## src/rtl/sb_sram_slave.sv

```systemverilog
// System-bus slave that serves one request at a time from a single-port synchronous SRAM.
// The read data and the write response are held until the master takes them.
module sb_sram_slave #(
   parameter int ADDR_W = 12
) (
   input  logic              clk,
   input  logic              rst,
   input  logic              sb_arvalid,
   output logic              sb_arready,
   input  logic [31:0]       sb_araddr,
   output logic              sb_rvalid,
   input  logic              sb_rready,
   output logic [31:0]       sb_rdata,
   input  logic              sb_wvalid,
   output logic              sb_wready,
   input  logic [31:0]       sb_waddr,
   input  logic [31:0]       sb_wdata,
   input  logic [3:0]        sb_wstrb,
   output logic              sb_bvalid,
   input  logic              sb_bready,
   output logic              sb_bresp,
   output logic              ram_en,
   output logic [3:0]        ram_we,
   output logic [ADDR_W-1:0] ram_addr,
   output logic [31:0]       ram_wdata,
   input  logic [31:0]       ram_rdata
);

   typedef enum logic [1:0] {IDLE, RD_WAIT, RD_RESP, WR_RESP} state_t;

   state_t state, state_nxt;
   logic   wr_acc, rd_acc, wr_err, rd_err;

   // Bits 31:30 are decoded by the fabric; anything set between them and the word index is out of range.
   function automatic logic addr_err(input logic [31:0] addr);
      logic [29:0] hi;
      hi = addr[29:0] >> (ADDR_W + 2);
      return |hi;
   endfunction

   assign sb_wready  = (state == IDLE);
   assign sb_arready = (state == IDLE) & ~sb_wvalid;
   assign sb_rvalid  = (state == RD_RESP);
   assign sb_bvalid  = (state == WR_RESP);

   assign wr_acc = sb_wvalid & sb_wready;
   assign rd_acc = sb_arvalid & sb_arready;
   assign wr_err = addr_err(sb_waddr);
   assign rd_err = addr_err(sb_araddr);

   assign ram_addr  = sb_wvalid ? sb_waddr[ADDR_W+1:2] : sb_araddr[ADDR_W+1:2];
   assign ram_wdata = sb_wdata;

   always_comb begin
      state_nxt = state;
      ram_en    = 1'b0;
      ram_we    = 4'b0000;
      case (state)
         IDLE: begin
            if (wr_acc) begin
               state_nxt = WR_RESP;
               if (!wr_err && !rst) begin
                  ram_en = 1'b1;
                  ram_we = sb_wstrb;
               end
            end else if (rd_acc) begin
               state_nxt = rd_err ? RD_RESP : RD_WAIT;
               if (!rd_err && !rst) ram_en = 1'b1;
            end
         end
         RD_WAIT: state_nxt = RD_RESP;
         RD_RESP: if (sb_rready) state_nxt = IDLE;
         WR_RESP: if (sb_bready) state_nxt = IDLE;
         default: state_nxt = IDLE;
      endcase
   end

   // Response registers stay frozen while the master stalls in RD_RESP / WR_RESP.
   always_ff @(posedge clk) begin
      if (rst) begin
         state    <= IDLE;
         sb_rdata <= 32'h0;
         sb_bresp <= 1'b0;
      end else begin
         state <= state_nxt;
         if (state == IDLE && wr_acc) sb_bresp <= wr_err;
         if (state == IDLE && !wr_acc && rd_acc && rd_err) sb_rdata <= 32'h0;
         if (state == RD_WAIT) sb_rdata <= ram_rdata;
      end
   end

endmodule

```

## config.mk

```make
export PLATFORM = sky130hd
export DESIGN_NAME = sb_sram_slave
export DESIGN_NICKNAME = d
export VERILOG_FILES = /design/src/rtl/sb_sram_slave.sv
export SDC_FILE = /design/constraint.sdc
export NUM_CORES = 1
export LEC_CHECK = 0
export BUFFER_PORTS_ARGS = -buffer_cell sky130_fd_sc_hd__buf_2
export CORE_ASPECT_RATIO = 1.75
export CORE_MARGIN = 8
export CORE_UTILIZATION = 30
export DETAILED_ROUTE_END_ITERATION = 10
export GPL_TIMING_DRIVEN = 0
export PLACE_DENSITY_LB_ADDON = 0.12
export SYNTH_ARGS = -nofsm -noshare
export SYNTH_HDL_FRONTEND = slang
export SYNTH_SLANG_ARGS = --single-unit
```

## constraint.sdc

```tcl
create_clock -name clk -period 2.8 [get_ports clk]
set_clock_uncertainty 0.2 [all_clocks]
set_input_delay 0.56 -clock clk [delete_from_list [all_inputs] [get_ports clk]]
set_output_delay 0.56 -clock clk [all_outputs]
set_load 0.01 [all_outputs]
```

# == After elaboration in Yosys (flattened, before gate mapping) ==
# Index checks and enable logic that the tools add are counted.
# op_classes
addsub,0
mul,0
div,0
order_cmp,0
eq_ne,6
n_shift,0
n_mux,17
bitwise,4
reduce_logical,15
# ops
operator,n
$mux 32,2
$reduce_or 16->1,2
$mux 12,1
$mux 4,3
$mux 2,5
$pmux 2 s4,1
$logic_and 1x1->1,6
$mux 1,5
$eq 2x2->1 const B,2
$logic_not 1->1,4
$ne 2x1->1 const B,2
$and 1x1->1,3
$ne 3x1->1 const B,1
$reduce_and 3->1,1
$eq 2x1->1 const B,1
$logic_not 2->1,1
$reduce_bool 2->1,1
$not 1->1,1
# totals
reg_bits,35
latch_bits,0
mem_bits_rw,0
mem_bits_ro,0
input_bits,138
out_inout_bits,86
wordCells,45
memories,0

# == Depth between registers and ports, before layout ==
# depth
ltp_word,8
depth_mapped,6

# == Least setup slack after synthesis ==
# Ideal clock, no wire load.
# synth_path
path_kind,input to output
startpoint,in rst
endpoint,out ram_we[0]
t_arrival_ps,1601
required_time_ps,2040
setup_slack_ps,439
path_stages,4
cell_sequence,clkbuf_1 > or4b_1 > clkbuf_1 > nor3_1
# synth_between
elab_chain_cells,5
# synth_rtl
item,line,source
from (decl),7,"input logic rst,"
$logic_not 1->1,62,if (!wr_err && !rst) begin
$logic_and 1x1->1,62,
$mux 4,62,
$mux 4,60,if (wr_acc) begin
$mux 4,58,case (state)
to (decl),23,"output logic [3:0] ram_we,"
# No other way between the ends.

# == Worst setup path in the final report ==
# layout_path
startpoint,in sb_araddr[16]
endpoint,out ram_en
# layout_between
elab_chain_cells,7
# layout_rtl
item,line,source
from (decl),10,"input logic [31:0] sb_araddr,"
$reduce_or 16->1,38,return |hi;
$logic_not 1->1,68,if (!rd_err && !rst) ram_en = 1'b1;
$logic_and 1x1->1,68,
$mux 1,68,
$mux 1,66,end else if (rd_acc) begin
$mux 1,60,
$mux 1,58,
to (decl),22,"output logic ram_en,"
# No other way between the ends.

==> impl_metrics.ini <==
[logic_synthesis]
synth_area_leaders = dfxtp_1, mux2i_1, nor3_2
netlist_area_um2 = 2100
synth-xor-area-share_pct = 0
muxShareOfSynthArea_pct = 22.3
syn_nets = 336
netlist.top_cell.by_area = dfxtp_1
yosys.area_share.simple_pct = 23.3
ys_seq_elements = 35
ys_types = 29
syn_avg_cell_area_um2 = 10.6
synth_top_family_by_area = simple AND/OR/NAND/NOR gates
netlist_instances = 198
synth_compound_gate_area_share_pct = 3.88
yosys.area.top_type_share_pct = 33.4
yosysSeqAreaShare_pct = 33.4
yosys_warnings = 0
synth_fa_ha_area_share_pct = 0

[critical_path]
reg2reg_setup_slack_ns = 0.88
cp-end-kind = primary output
crit_arrival_ns = 1.79
required_ns = 2.04
worstSetupPathType = in2out
start_kind = input pin
r2r-end = sb_rdata[15]
reg2reg_depth = 5
r2r-start = state[1]
crit_path_max_fanout = 3

[route]
wire_per_inst_um = 16.0
drt_pass1_iterations = 4
vias = 2085
postRouteAntennaNets = 0
routed_wl_mm = 7.53
drc = 0
drt_iter0_markers = 22
vias_per_cell = 4.42

[sta]
fin_crit_sh_pct = 91.2
max_freq_mhz = 391
period_minus_slack_ns = 2.55
fin_tns_setup_ns = 0
worst_hold_slack_ns = 0.314
drv_slew = 0
rsz0062_at_grt = no
max_slew.worst_pin.slew_ns = 0.693
setup-violations-final = 0
slew-limit-headroom_pct = 53.8
hold_viol_final = 0

[clock_network]
hold_buffers = 0
clockBufferDepth = 2
cts_setup_buffers = 0
cts.sinks = 35
cts_resized = 0
cts_tree = built
htree_levels = 2
cts.clk_slew.worst_paths_ns = 0.05
clock_latency_ns = 0.27
numCtsBuffers = 5
clockRootBuffer = clkbuf_16

[cells_and_area]
finalNetCount = 525
fill_cells = 699
final_common_cell = buf_2
stdcell_count = 472
finish.instance_area_um2 = 3250
diodes = 0
drive_gt1_share_pct = 71.4
area_growth_pct = 55.0
final_cell_mix = buf_2, dfxtp_1, mux2i_1, buf_4, nor3_2

[job]
max-cap-violations = 0

[floorplanning]
fp.dieArea_um2 = 10000
fp-row-count = 40
pin_count = 224
start_util_pct = 30.8
die_x_um = 79.2
die_y_um = 127
core_um2 = 6810

[place]
place.gp.congestion = 0.761
io_buffers = 182
placed_area_um2 = 3110
dp.cells = 464
dp.final_hpwl_mm = 6.66

[worst_hold_path]
hold-path-endpoint = sb_rdata[1]
holdPathStages = 2
hp-class = reg2reg
hp-start = sb_rdata[1]

[pwr]
p_leak_uw = 0.00163
power.density_nw_per_um2 = 425
vdd_ir_drop_max_mv = 0.200

[grt]
grt_use_total_pct = 14.1
grt.overflow.total = 0
grt_antenna_before_repair = 0
grt_max_degree = 11
grt_first_pass_wirelength_mm = 11.4
first_global_vias = 2360

[run_status]
outcome = finished, final reports clean
-- worst max-delay path: stages --
cell     delay, ns
buf_2         0.10
nor4_2        0.41
nand4_1       0.23
o32ai_1       0.30
buf_2         0.19
-- synth_stat cells --
library cell and number:
nor4_2 4, nand2b_1 1, nor4_1 4, nor3_2 30
clkbuf_1 6, dfxtp_1 35, buf_2 5, a21boi_1 1
nor2b_1 2, a21oi_1 1, o21a_1 2, o41ai_1 1
mux2_2 12, buf_6 4, nor2_1 2, nor3_1 6
mux2_1 1, or4b_1 1, or3b_1 1, nand4_1 2
buf_4 32, a41oi_4 1, and2_1 1, inv_1 7
o32ai_1 1, or3_1 1, a221oi_1 1, mux2i_1 32
or4b_4 1
-- layout make-up --
| type | count | area, um^2 | share of cell area (%) |
|---|---|---|---|
| Multi-Input combinational cell | 109 | 1040 | 31.9 |
| Timing Repair Buffer | 182 | 911 | 28.0 |
| Sequential cell | 35 | 701 | 21.6 |
| Buffer | 47 | 333 | 10.2 |
| Clock buffer | 7 | 133 | 4.08 |
| Tap cell | 84 | 105 | 3.23 |
| Inverter | 7 | 26.3 | 0.808 |
| Clock inverter | 1 | 5.00 | 0.154 |
-- registers in the layout, summed over array words and instances (netlist names) --
name	flops
sb_rdata	32
sb_bresp	1
state	2
-- report_power, final --
group | leakage, uW | switching, uW | internal (uW)
combinational | 0.00128 | 161 | 178
clock | 0.0000679 | 188 | 328
sequential | 0.000284 | 8.32 | 518
-- kinds of logic (layout without fill, tap and decap cells) --
logic type,count (synthesis),count (layout)
AND/OR/NAND/NOR,56,56
AO/OA/AOI/OAI,8,8
buffers and inverters,54,244
flip-flops,35,35
multiplexers,45,45
-- routing by layer --
layer  global-route usage (%)  vias up  wire (um)
met3                     6.65        7        903
met4                     4.94        0        100
li1                         -     1047          -
met5                        0        -          0
met2                     27.1      125       4160
met1                     12.0      906       2370
-- stage by stage --
step	power (uW)	setup WS [ns]	utilization, %
finish	1380	0.245	47.8
global placement	880	0.218	45.7
floorplan	729	0.439	-
global route	1450	0.110	47.8
CTS	1410	0.223	47.8
detailed placement	884	0.231	45.7
-- how the worst max path moves through the flow --
| stage | from | end | slack [ns] | depth (start not counted) |
|---|---|---|---|---|
| floorplan | rst | ram_we[0] | 0.44 | 4 |
| global placement | sb_araddr[15] | ram_en | 0.22 | 5 |
| detailed placement | sb_araddr[16] | ram_en | 0.23 | 5 |
| CTS | sb_araddr[24] | ram_en | 0.22 | 5 |
| global route | rst | ram_we[1] | 0.11 | 5 |
| finish | sb_araddr[16] | ram_en | 0.25 | 5 |
Power figures use the tool's default switching activity.
